===== src/rtl/imm_pkg.sv =====
// Shared types and opcode constants for the immediate generator.
//   fmt_e     : format code presented alongside each decoded immediate
//   OPC_*     : RV32I major opcodes (instr[6:0]) that carry or imply an immediate
package imm_pkg;

    typedef enum logic [2:0] {
        FMT_R   = 3'd0,
        FMT_I   = 3'd1,
        FMT_S   = 3'd2,
        FMT_B   = 3'd3,
        FMT_U   = 3'd4,
        FMT_J   = 3'd5,
        FMT_ILL = 3'd6
    } fmt_e;

    localparam logic [6:0] OPC_LOAD   = 7'b0000011;
    localparam logic [6:0] OPC_OPIMM  = 7'b0010011;
    localparam logic [6:0] OPC_JALR   = 7'b1100111;
    localparam logic [6:0] OPC_SYSTEM = 7'b1110011;
    localparam logic [6:0] OPC_STORE  = 7'b0100011;
    localparam logic [6:0] OPC_BRANCH = 7'b1100011;
    localparam logic [6:0] OPC_LUI    = 7'b0110111;
    localparam logic [6:0] OPC_AUIPC  = 7'b0010111;
    localparam logic [6:0] OPC_JAL    = 7'b1101111;
    localparam logic [6:0] OPC_OP     = 7'b0110011;

endpackage


===== src/rtl/imm_decode.sv =====
// Combinational RV32I immediate decoder.
//   i_instr   : 32-bit instruction word
//   o_imm     : immediate sign-extended to XLEN (0 for R-type and illegal)
//   o_fmt     : format code
//   o_illegal : opcode not recognised (covers instr[1:0] != 2'b11, since
//               every listed opcode ends in 2'b11)
module imm_decode
    import imm_pkg::*;
#(
    parameter int XLEN = 32
) (
    input  logic [31:0]     i_instr,
    output logic [XLEN-1:0] o_imm,
    output fmt_e            o_fmt,
    output logic            o_illegal
);

    // Every format fits a 32-bit value whose bit 31 is already the sign,
    // so the XLEN result is a plain signed widening of this.
    logic [31:0] w_raw;

    always_comb begin
        w_raw     = '0;
        o_fmt     = FMT_ILL;
        o_illegal = 1'b1;
        case (i_instr[6:0])
            OPC_LOAD, OPC_OPIMM, OPC_JALR, OPC_SYSTEM: begin
                w_raw     = {{20{i_instr[31]}}, i_instr[31:20]};
                o_fmt     = FMT_I;
                o_illegal = 1'b0;
            end
            OPC_STORE: begin
                w_raw     = {{20{i_instr[31]}}, i_instr[31:25], i_instr[11:7]};
                o_fmt     = FMT_S;
                o_illegal = 1'b0;
            end
            OPC_BRANCH: begin
                w_raw     = {{19{i_instr[31]}}, i_instr[31], i_instr[7],
                             i_instr[30:25], i_instr[11:8], 1'b0};
                o_fmt     = FMT_B;
                o_illegal = 1'b0;
            end
            OPC_LUI, OPC_AUIPC: begin
                w_raw     = {i_instr[31:12], 12'b0};
                o_fmt     = FMT_U;
                o_illegal = 1'b0;
            end
            OPC_JAL: begin
                w_raw     = {{11{i_instr[31]}}, i_instr[31], i_instr[19:12],
                             i_instr[20], i_instr[30:21], 1'b0};
                o_fmt     = FMT_J;
                o_illegal = 1'b0;
            end
            OPC_OP: begin
                o_fmt     = FMT_R;
                o_illegal = 1'b0;
            end
            default: ;
        endcase
    end

    assign o_imm = XLEN'(signed'(w_raw));

endmodule


===== src/rtl/imm_gen_pipe.sv =====
// Registered immediate generator with valid/ready handshake and 2-entry
// skid buffer (main = presented entry, skid = overflow while stalled).
//   clk, rst_n            : clock, async active-low reset
//   flush                 : drop both held entries at the next edge
//   in_valid/in_ready     : upstream handshake; in_instr, in_tag payload
//   out_valid/out_ready   : downstream handshake
//   out_imm/fmt/illegal   : decoded fields of the presented instruction
//   out_tag               : tag carried with the presented instruction
//   illegal_cnt           : saturating count of illegal entries sent downstream
module imm_gen_pipe
    import imm_pkg::*;
#(
    parameter int XLEN  = 32,
    parameter int TAG_W = 32,
    parameter int CNT_W = 16
) (
    input  logic             clk,
    input  logic             rst_n,
    input  logic             flush,
    input  logic             in_valid,
    output logic             in_ready,
    input  logic [31:0]      in_instr,
    input  logic [TAG_W-1:0] in_tag,
    output logic             out_valid,
    input  logic             out_ready,
    output logic [XLEN-1:0]  out_imm,
    output fmt_e             out_fmt,
    output logic             out_illegal,
    output logic [TAG_W-1:0] out_tag,
    output logic [CNT_W-1:0] illegal_cnt
);

    logic [XLEN-1:0]  w_dec_imm;
    fmt_e             w_dec_fmt;
    logic             w_dec_ill;

    imm_decode #(.XLEN(XLEN)) u_dec (
        .i_instr   (in_instr),
        .o_imm     (w_dec_imm),
        .o_fmt     (w_dec_fmt),
        .o_illegal (w_dec_ill)
    );

    logic             r_m_vld, r_s_vld;
    logic [XLEN-1:0]  r_m_imm, r_s_imm;
    fmt_e             r_m_fmt, r_s_fmt;
    logic             r_m_ill, r_s_ill;
    logic [TAG_W-1:0] r_m_tag, r_s_tag;
    logic [CNT_W-1:0] r_cnt;

    logic w_in_fire, w_out_fire, w_m_free;

    // in_ready comes straight from the skid valid flop.
    assign in_ready   = !r_s_vld;
    assign w_in_fire  = in_valid && in_ready;
    assign w_out_fire = r_m_vld && out_ready;
    assign w_m_free   = !r_m_vld || out_ready;

    always_ff @(posedge clk or negedge rst_n) begin
        if (!rst_n) begin
            r_m_vld <= 1'b0;
            r_m_imm <= '0;
            r_m_fmt <= FMT_R;
            r_m_ill <= 1'b0;
            r_m_tag <= '0;
            r_s_vld <= 1'b0;
            r_s_imm <= '0;
            r_s_fmt <= FMT_R;
            r_s_ill <= 1'b0;
            r_s_tag <= '0;
        end else if (flush) begin
            r_m_vld <= 1'b0;
            r_s_vld <= 1'b0;
        end else if (w_m_free) begin
            // Skid is only ever full behind a valid main entry, and
            // in_ready is low then, so no input can be lost here.
            if (r_s_vld) begin
                r_m_vld <= 1'b1;
                r_m_imm <= r_s_imm;
                r_m_fmt <= r_s_fmt;
                r_m_ill <= r_s_ill;
                r_m_tag <= r_s_tag;
                r_s_vld <= 1'b0;
            end else if (w_in_fire) begin
                r_m_vld <= 1'b1;
                r_m_imm <= w_dec_imm;
                r_m_fmt <= w_dec_fmt;
                r_m_ill <= w_dec_ill;
                r_m_tag <= in_tag;
            end else begin
                r_m_vld <= 1'b0;
            end
        end else if (w_in_fire) begin
            r_s_vld <= 1'b1;
            r_s_imm <= w_dec_imm;
            r_s_fmt <= w_dec_fmt;
            r_s_ill <= w_dec_ill;
            r_s_tag <= in_tag;
        end
    end

    // Counts independently of flush: a transfer on the flush edge still happened.
    always_ff @(posedge clk or negedge rst_n) begin
        if (!rst_n)
            r_cnt <= '0;
        else if (w_out_fire && r_m_ill && (r_cnt != {CNT_W{1'b1}}))
            r_cnt <= r_cnt + 1'b1;
    end

    assign out_valid   = r_m_vld;
    assign out_imm     = r_m_imm;
    assign out_fmt     = r_m_fmt;
    assign out_illegal = r_m_ill;
    assign out_tag     = r_m_tag;
    assign illegal_cnt = r_cnt;

endmodule


===== config.mk =====
export PLATFORM = sky130hd
export DESIGN_NAME = imm_gen_pipe
export DESIGN_NICKNAME = d
export VERILOG_FILES = /design/src/rtl/imm_pkg.sv /design/src/rtl/imm_decode.sv /design/src/rtl/imm_gen_pipe.sv
export SDC_FILE = /design/constraint.sdc
export NUM_CORES = 1
export LEC_CHECK = 0
export CAP_MARGIN = 20
export CELL_PAD_IN_SITES_DETAIL_PLACEMENT = 0
export CELL_PAD_IN_SITES_GLOBAL_PLACEMENT = 1
export CORE_ASPECT_RATIO = 1.2
export CORE_MARGIN = 4
export CORE_UTILIZATION = 31
export DETAILED_ROUTE_END_ITERATION = 10
export PLACE_DENSITY = 0.67
export SLEW_MARGIN = 10
export SYNTH_ARGS = -nofsm -noshare
export SYNTH_HDL_FRONTEND = slang
export SYNTH_SLANG_ARGS = --single-unit

===== constraint.sdc =====
create_clock -name clk -period 1.55 [get_ports clk]
set_input_delay 0.31 -clock clk [delete_from_list [all_inputs] [get_ports clk]]
set_output_delay 0.31 -clock clk [all_outputs]
set_load 0.1 [all_outputs]

==> Yosys cells after proc, flatten, opt, wreduce, memory -nomap -nowiden <==
Index checks and enable logic that the tools add are counted.
{ "totals": {"wordCells": 58, "inputBits": 69, "register_bits": 154, "out_inout_bits": 86} }
{ "op_classes": {"add_sub_neg": 1, "mux": 18, "bitwise": 2, "reduce_logical": 15, "eq_ne": 11} }
{ "op_table": {"columns": ["op", "count"], "rows": [
  ["one-hot mux 32 bit (5 select lines)", 1],
  ["2-to-1 mux 32 bit", 4],
  ["equality test 7 bit, second input constant", 4],
  ["equality test 7 x 6 -> 1 bit, second input constant", 3],
  ["one-hot mux 3 bit (6 select lines)", 1],
  ["adder 16 x 1 -> 16 bit, second input constant", 1],
  ["inequality test 16 bit, second input constant", 1],
  ["equality test 7 x 5 -> 1 bit, second input constant", 2],
  ["2-to-1 mux 1 bit", 10],
  ["OR reduction 10 bit", 1],
  ["equality test 7 x 2 -> 1 bit, second input constant", 1],
  ["2-to-1 mux 3 bit", 2],
  ["AND reduction 3 bit", 2],
  ["logical AND 1 bit", 4],
  ["nonzero test 2 bit", 2],
  ["OR reduction 4 bit", 1],
  ["nonzero test 3 bit", 1],
  ["logical NOT 1 bit", 2],
  ["NOT 1 bit", 2],
  ["OR reduction 2 bit", 1],
  ["logical OR 1 bit", 1]
]} }

==> Depth between registers and ports, before layout <==
{ "depth": {"word_depth": 6, "depth_mapped": 8, "depth_no_buf": 5} }

==> Modules after synthesis <==
From an unflattened synthesis, not the netlist that was laid out.
{ "unflattened": {"hier_cells": 617, "hier_area_um2": 7125.6} }
{ "modules_own_cells": {"columns": ["module", "area_per_inst_um2", "cells_each", "n_inst"], "rows": [
  ["imm_gen_pipe", 6498.7, 520, 1],
  ["imm_decode", 626.9, 97, 1]
]} }

==> Worst setup path after synthesis <==
OpenSTA, ideal clock, no wires.
{ "synth_timing": {"kind": "reg2reg", "from": "register r_cnt[0], in the netlist illegal_cnt[0]", "to": "register r_cnt[1], in the netlist illegal_cnt[1]", "stages_incl_launch_ff": 6, "path_buffers": 0, "setup_slack_ns": -0.790, "t_arrival_ns": 2.214, "period_less_slack_ns": 2.340, "cell_sequence": "dfrtp_1 ha_1 nand2_1 nor3_4 a21boi_2 mux2_2"} }
{ "synth_via": {"elab_chain_cells": 2} }
{ "synth_rtl": {"columns": ["element", "line_no", "source"], "rows": [
  ["from (decl)", "imm_gen_pipe.sv:49", "logic [CNT_W-1:0] r_cnt;"],
  ["from (signal assigned)", "imm_gen_pipe.sv:107", "r_cnt <= r_cnt + 1'b1;"],
  ["parallel branches: the longest is 2 deep, another holds adder 16 x 1 -> 16 bit", null, null]
]} }
Several ways; the timed one is not identified.
A chain may end at the register's enable or synchronous reset.

==> Final worst setup path <==
{ "layout_timing": {"from": "register r_s_vld", "to": "register r_m_tag[3], in the netlist out_tag[3]"} }
{ "layout_via": {"elab_chain_cells": 4} }
{ "layout_rtl": {"columns": ["element", "line_no", "source"], "rows": [
  ["from (decl)", "imm_gen_pipe.sv:44", "logic r_m_vld, r_s_vld;"],
  ["from (signal assigned)", "imm_gen_pipe.sv:66", "r_s_vld <= 1'b0;"],
  ["from (signal assigned)", "imm_gen_pipe.sv:73", "r_s_vld <= 1'b0;"],
  ["from (signal assigned)", "imm_gen_pipe.sv:83", "r_s_vld <= 1'b0;"],
  ["logical NOT 1 bit", "imm_gen_pipe.sv:54", "assign in_ready = !r_s_vld;"],
  ["logical AND 1 bit", "imm_gen_pipe.sv:55", "assign w_in_fire = in_valid && in_ready;"],
  ["nonzero test 2 bit (no line)", null, null],
  ["AND reduction 3 bit (no line)", null, null],
  ["to (signal assigned)", "imm_gen_pipe.sv:82", "r_m_tag <= r_s_tag;"],
  ["to (signal assigned)", "imm_gen_pipe.sv:89", "r_m_tag <= in_tag;"],
  ["to (decl)", "imm_gen_pipe.sv:48", "logic [TAG_W-1:0] r_m_tag, r_s_tag;"]
]} }
Parallel ways exist; a longest one is shown, timed or not.

==> flow_results.xml <==
<?xml version="1.0" encoding="UTF-8"?>
<metrics>
  <group name="floorplan">
    <metric name="area_of_the_core_region" unit="um^2">22400</metric>
    <metric name="ios" unit="">155</metric>
    <metric name="floorplan.die.width" unit="um">146</metric>
    <metric name="std_cell_rows" unit="">60</metric>
    <metric name="die_h" unit="um">174</metric>
    <metric name="die_area" unit="um^2">25400</metric>
    <metric name="initial_core_util" unit="">0.316</metric>
  </group>
  <group name="yosys">
    <metric name="ys.flop_type" unit="">dfrtp_1</metric>
    <metric name="postSynthAreaPerCell" unit="um^2">9.76</metric>
    <metric name="synth.net_count" unit="">797</metric>
    <metric name="synth-seq-area-share" unit="">0.543</metric>
    <metric name="synth.most_common_cell" unit="">nand2_1</metric>
    <metric name="ys_ff_latch" unit="">154</metric>
    <metric name="yosys.area_share.simple" unit="">0.210</metric>
    <metric name="post_synth_xor_area_fraction" unit="">0.0160</metric>
    <metric name="synth_compound_gate_area_share" unit="">0.140</metric>
    <metric name="asyncSetResetFlopFracSynth" unit="">1.00</metric>
    <metric name="post_synth_fa_ha_maj_area_fraction" unit="">0.00176</metric>
    <metric name="synth_enable_flop_cells" unit="">0</metric>
    <metric name="synthTopCellsByArea" unit="">dfrtp_1 54%, nand2_1 8.7%, mux2i_1 4.7%, o21ai_0 2.8%, nor2_1 2.7%</metric>
    <metric name="yosys.area.top_type_share" unit="">0.543</metric>
    <metric name="ys.warnings.count" unit="">0</metric>
    <metric name="combinational_family_with_the_most_area_after_synthesis" unit="">simple AND/OR/NAND/NOR gates</metric>
    <metric name="muxShareOfSynthArea" unit="">0.0513</metric>
    <metric name="netlist-cell-type-count" unit="">64</metric>
    <metric name="synth.top_cells.by_count" unit="">165 x nand2_1, 154 x dfrtp_1, 51 x nor2_1, 40 x o21ai_0, 37 x a21oi_1</metric>
    <metric name="synthCells" unit="">727</metric>
    <metric name="post-synth-top-area-cell" unit="">dfrtp_1</metric>
    <metric name="mappedNetlistArea" unit="um^2">7100</metric>
  </group>
  <group name="clocking">
    <metric name="tritoncts_num_sinks" unit="">154</metric>
    <metric name="clockBufferDepth" unit="">2</metric>
    <metric name="clk_transition_reported_paths" unit="ps">60</metric>
    <metric name="tritoncts_clock_tree" unit="">built</metric>
    <metric name="cts_htree_levels" unit="">4</metric>
    <metric name="worstSkewPairLatency" unit="ps">430</metric>
    <metric name="numCtsBuffers" unit="">17</metric>
    <metric name="clock_tree.root_cell" unit="">clkbuf_16</metric>
  </group>
  <group name="pwr">
    <metric name="worst_vdd_ir" unit="uV">775</metric>
    <metric name="finalPower" unit="mW">15.7</metric>
    <metric name="power-per-cell-area" unit="nW/um^2">1210</metric>
    <metric name="power.static_leakage" unit="nW">5.58</metric>
  </group>
  <group name="finish">
    <metric name="finish.utilization" unit="">0.577</metric>
    <metric name="final-instance-count-excl-fill" unit="">1300</metric>
    <metric name="drive_gt1_frac" unit="">0.448</metric>
    <metric name="areaGrowthSynthToFinish" unit="%">82.5</metric>
    <metric name="nNetsFinal" unit="">1079</metric>
    <metric name="antenna_cells" unit="">0</metric>
    <metric name="layout.cell_area.non_filler" unit="um^2">12900</metric>
  </group>
  <group name="timing">
    <metric name="clock-skew-final" unit="ps">10.1</metric>
    <metric name="ratio_of_final_minimum_period_to_clock_period" unit="">1.09</metric>
    <metric name="timing.max_slew.rel_slack" unit="">0.585</metric>
    <metric name="maxSlewViolCount" unit="">0</metric>
    <metric name="holdWs" unit="ps">272</metric>
    <metric name="unrepaired_setup_endpoints_after_global_routing" unit="">yes</metric>
    <metric name="tns" unit="ps">-6370</metric>
    <metric name="pnr_worst_setup_slack" unit="ps">-133</metric>
    <metric name="fmaxAchievable" unit="MHz">594</metric>
    <metric name="finalHoldViolations" unit="">0</metric>
    <metric name="setup-violations-final" unit="">115</metric>
    <metric name="min_period" unit="ps">1680</metric>
    <metric name="worst_pin_slew" unit="ps">622</metric>
  </group>
  <group name="critical_path">
    <metric name="timing.critical_path.to_type" unit="">flop</metric>
    <metric name="r2r_start" unit="">r_s_vld$_DFFE_PN0P_</metric>
    <metric name="ff2ff_setup_slack" unit="ps">-130</metric>
    <metric name="worstSetupStartpointType" unit="">flop</metric>
    <metric name="required" unit="ps">1860</metric>
    <metric name="reg2reg_depth" unit="">6</metric>
    <metric name="path_class" unit="">reg2reg</metric>
    <metric name="critical_path.reg2reg.endpoint" unit="">out_tag[3]$_DFFE_PN0P_</metric>
    <metric name="cp_data_arrival_time" unit="ps">1990</metric>
    <metric name="crit_path_max_fo" unit="">7</metric>
  </group>
  <group name="place">
    <metric name="dp_hpwl" unit="mm">15.3</metric>
    <metric name="place.detailed.instances" unit="">1231</metric>
    <metric name="globalplace.congestion" unit="">0.775</metric>
    <metric name="place_worst_setup_slack" unit="ps">-684</metric>
    <metric name="detailed_place.area" unit="um^2">11000</metric>
    <metric name="port_buffers" unit="">154</metric>
  </group>
  <group name="global_route">
    <metric name="global_router_s_overall_resource_usage" unit="">0.176</metric>
    <metric name="first_pass_grt_wire_length" unit="mm">35.8</metric>
    <metric name="grt.overflow.total" unit="">0</metric>
    <metric name="via_count_of_the_first_global_routing_pass" unit="">6515</metric>
    <metric name="grt_max_degree" unit="">49</metric>
    <metric name="antenna_found_initial" unit="">0</metric>
  </group>
  <group name="route">
    <metric name="route.detailed.wl_per_inst" unit="um">17.7</metric>
    <metric name="post-route-drc-count" unit="">0</metric>
    <metric name="avgViaCountPerCell" unit="">4.98</metric>
    <metric name="antenna_left" unit="">0</metric>
    <metric name="detailedRoute.firstIterationViolations" unit="">147</metric>
    <metric name="via_count" unit="">6476</metric>
    <metric name="routed_wirelength" unit="mm">23.1</metric>
    <metric name="first_pass_iters" unit="">4</metric>
  </group>
  <group name="outcome">
    <metric name="failed_checks" unit="">setup timing</metric>
    <metric name="outcome" unit="">finished with violations</metric>
  </group>
  <group name="run">
    <metric name="maxCapViolations" unit="">0</metric>
  </group>
  <group name="worst_hold_path">
    <metric name="hold_path.class" unit="">in2async</metric>
  </group>
</metrics>
## worst max-delay path, stage by stage, from the launching register on
cell       delay (ps)
dfrtp_4           470
buf_6             130
nor2_4             40
or3_4             490
bufbuf_16         310
nand2_1            60
o21ai_1            70
## layout make-up
| type | instances | area [um^2] |
|---|---|---|
| clock inverters | 10 | 143 |
| repair buffers | 309 | 4150 |
| well taps | 279 | 349 |
| flip-flops and latches | 154 | 3920 |
| multi-input cells | 517 | 3880 |
| fillers | 1860 | 9500 |
| clock buffers | 21 | 460 |
| inverters | 10 | 45.0 |
## timing repair
action | in CTS | in global routing
hold buffers | 1 | 0
setup endpoints to repair | 126 | 158
hold endpoints to repair | 129 | 0
pin swaps | 30 | 70
setup buffers | 14 | 13
gates cloned | 7 | 7
resized for setup | 81 | 157
## cell families after synthesis
kind of cell | count (synthesis)
and+or+nand+nor | 312
AOI/OAI and AO/OA | 154
DFF | 154
buffers and inverters | 57
muxes | 36
xor gates and xnor gates | 13
adders and majority gates | 1
## power breakdown
group / leakage (nW) / internal [mW] / switching (mW)
Combinational: 3.38 / 2.43 / 3.63
Clock: 0.294 / 2.62 / 1.70
Sequential: 1.91 / 4.69 / 0.658
Total: 5.58 / 9.74 / 5.99
## flip-flops by register name (all words and copies together), names as in the netlist
| signal | flops |
|---|---|
| out_fmt | 3 |
| r_s_imm | 32 |
| out_illegal | 1 |
| out_tag | 32 |
| r_s_vld | 1 |
| r_s_fmt | 3 |
| r_s_tag | 32 |
| illegal_cnt | 16 |
| r_s_ill | 1 |
| out_valid | 1 |
| out_imm | 32 |
## worst max path at each step
stage,startpoint,to,slack (ps),cells past startpoint
floorplan,illegal_cnt[0]$_DFFE_PN0P_,illegal_cnt[1]$_DFFE_PN0P_,-300,5
global placement,in_instr[6],out_fmt[2]$_DFFE_PN0P_,-680,6
detailed placement,in_instr[6],out_fmt[2]$_DFFE_PN0P_,-680,6
CTS,r_s_vld$_DFFE_PN0P_,in_ready,-160,4
global route,r_s_vld$_DFFE_PN0P_,r_s_tag[31]$_DFFE_PN0P_,-170,7
finish,r_s_vld$_DFFE_PN0P_,out_tag[3]$_DFFE_PN0P_,-130,6
## layout by cell type, fill, tap and decap left out, types with 14 or more instances in the layout
cell	Yosys	layout
buf_4	5	82
nor3_4	2	14
o211ai_1	16	16
clkdlybuf4s50_1	0	59
clkbuf_16	0	21
nand2_2	0	24
buf_12	0	105
o21ai_1	6	24
dfrtp_4	0	18
nand2_1	165	131
buf_6	1	40
nand3_1	26	17
nor2_1	51	30
mux2i_1	33	33
a21oi_2	1	24
nor2_4	0	15
dfrtp_1	154	135
## metal layers
layer	up-vias	routed length (um)	part of all wire	GRT usage
met1	3224	10000	0.44	0.225
met2	123	11900	0.52	0.305
met5	-	0	0	0
met3	22	609	0.026	0.0290
li1	3107	-	-	-
met4	0	471	0.020	0.0596
Note: power is estimated with default switching activity, not from simulation.
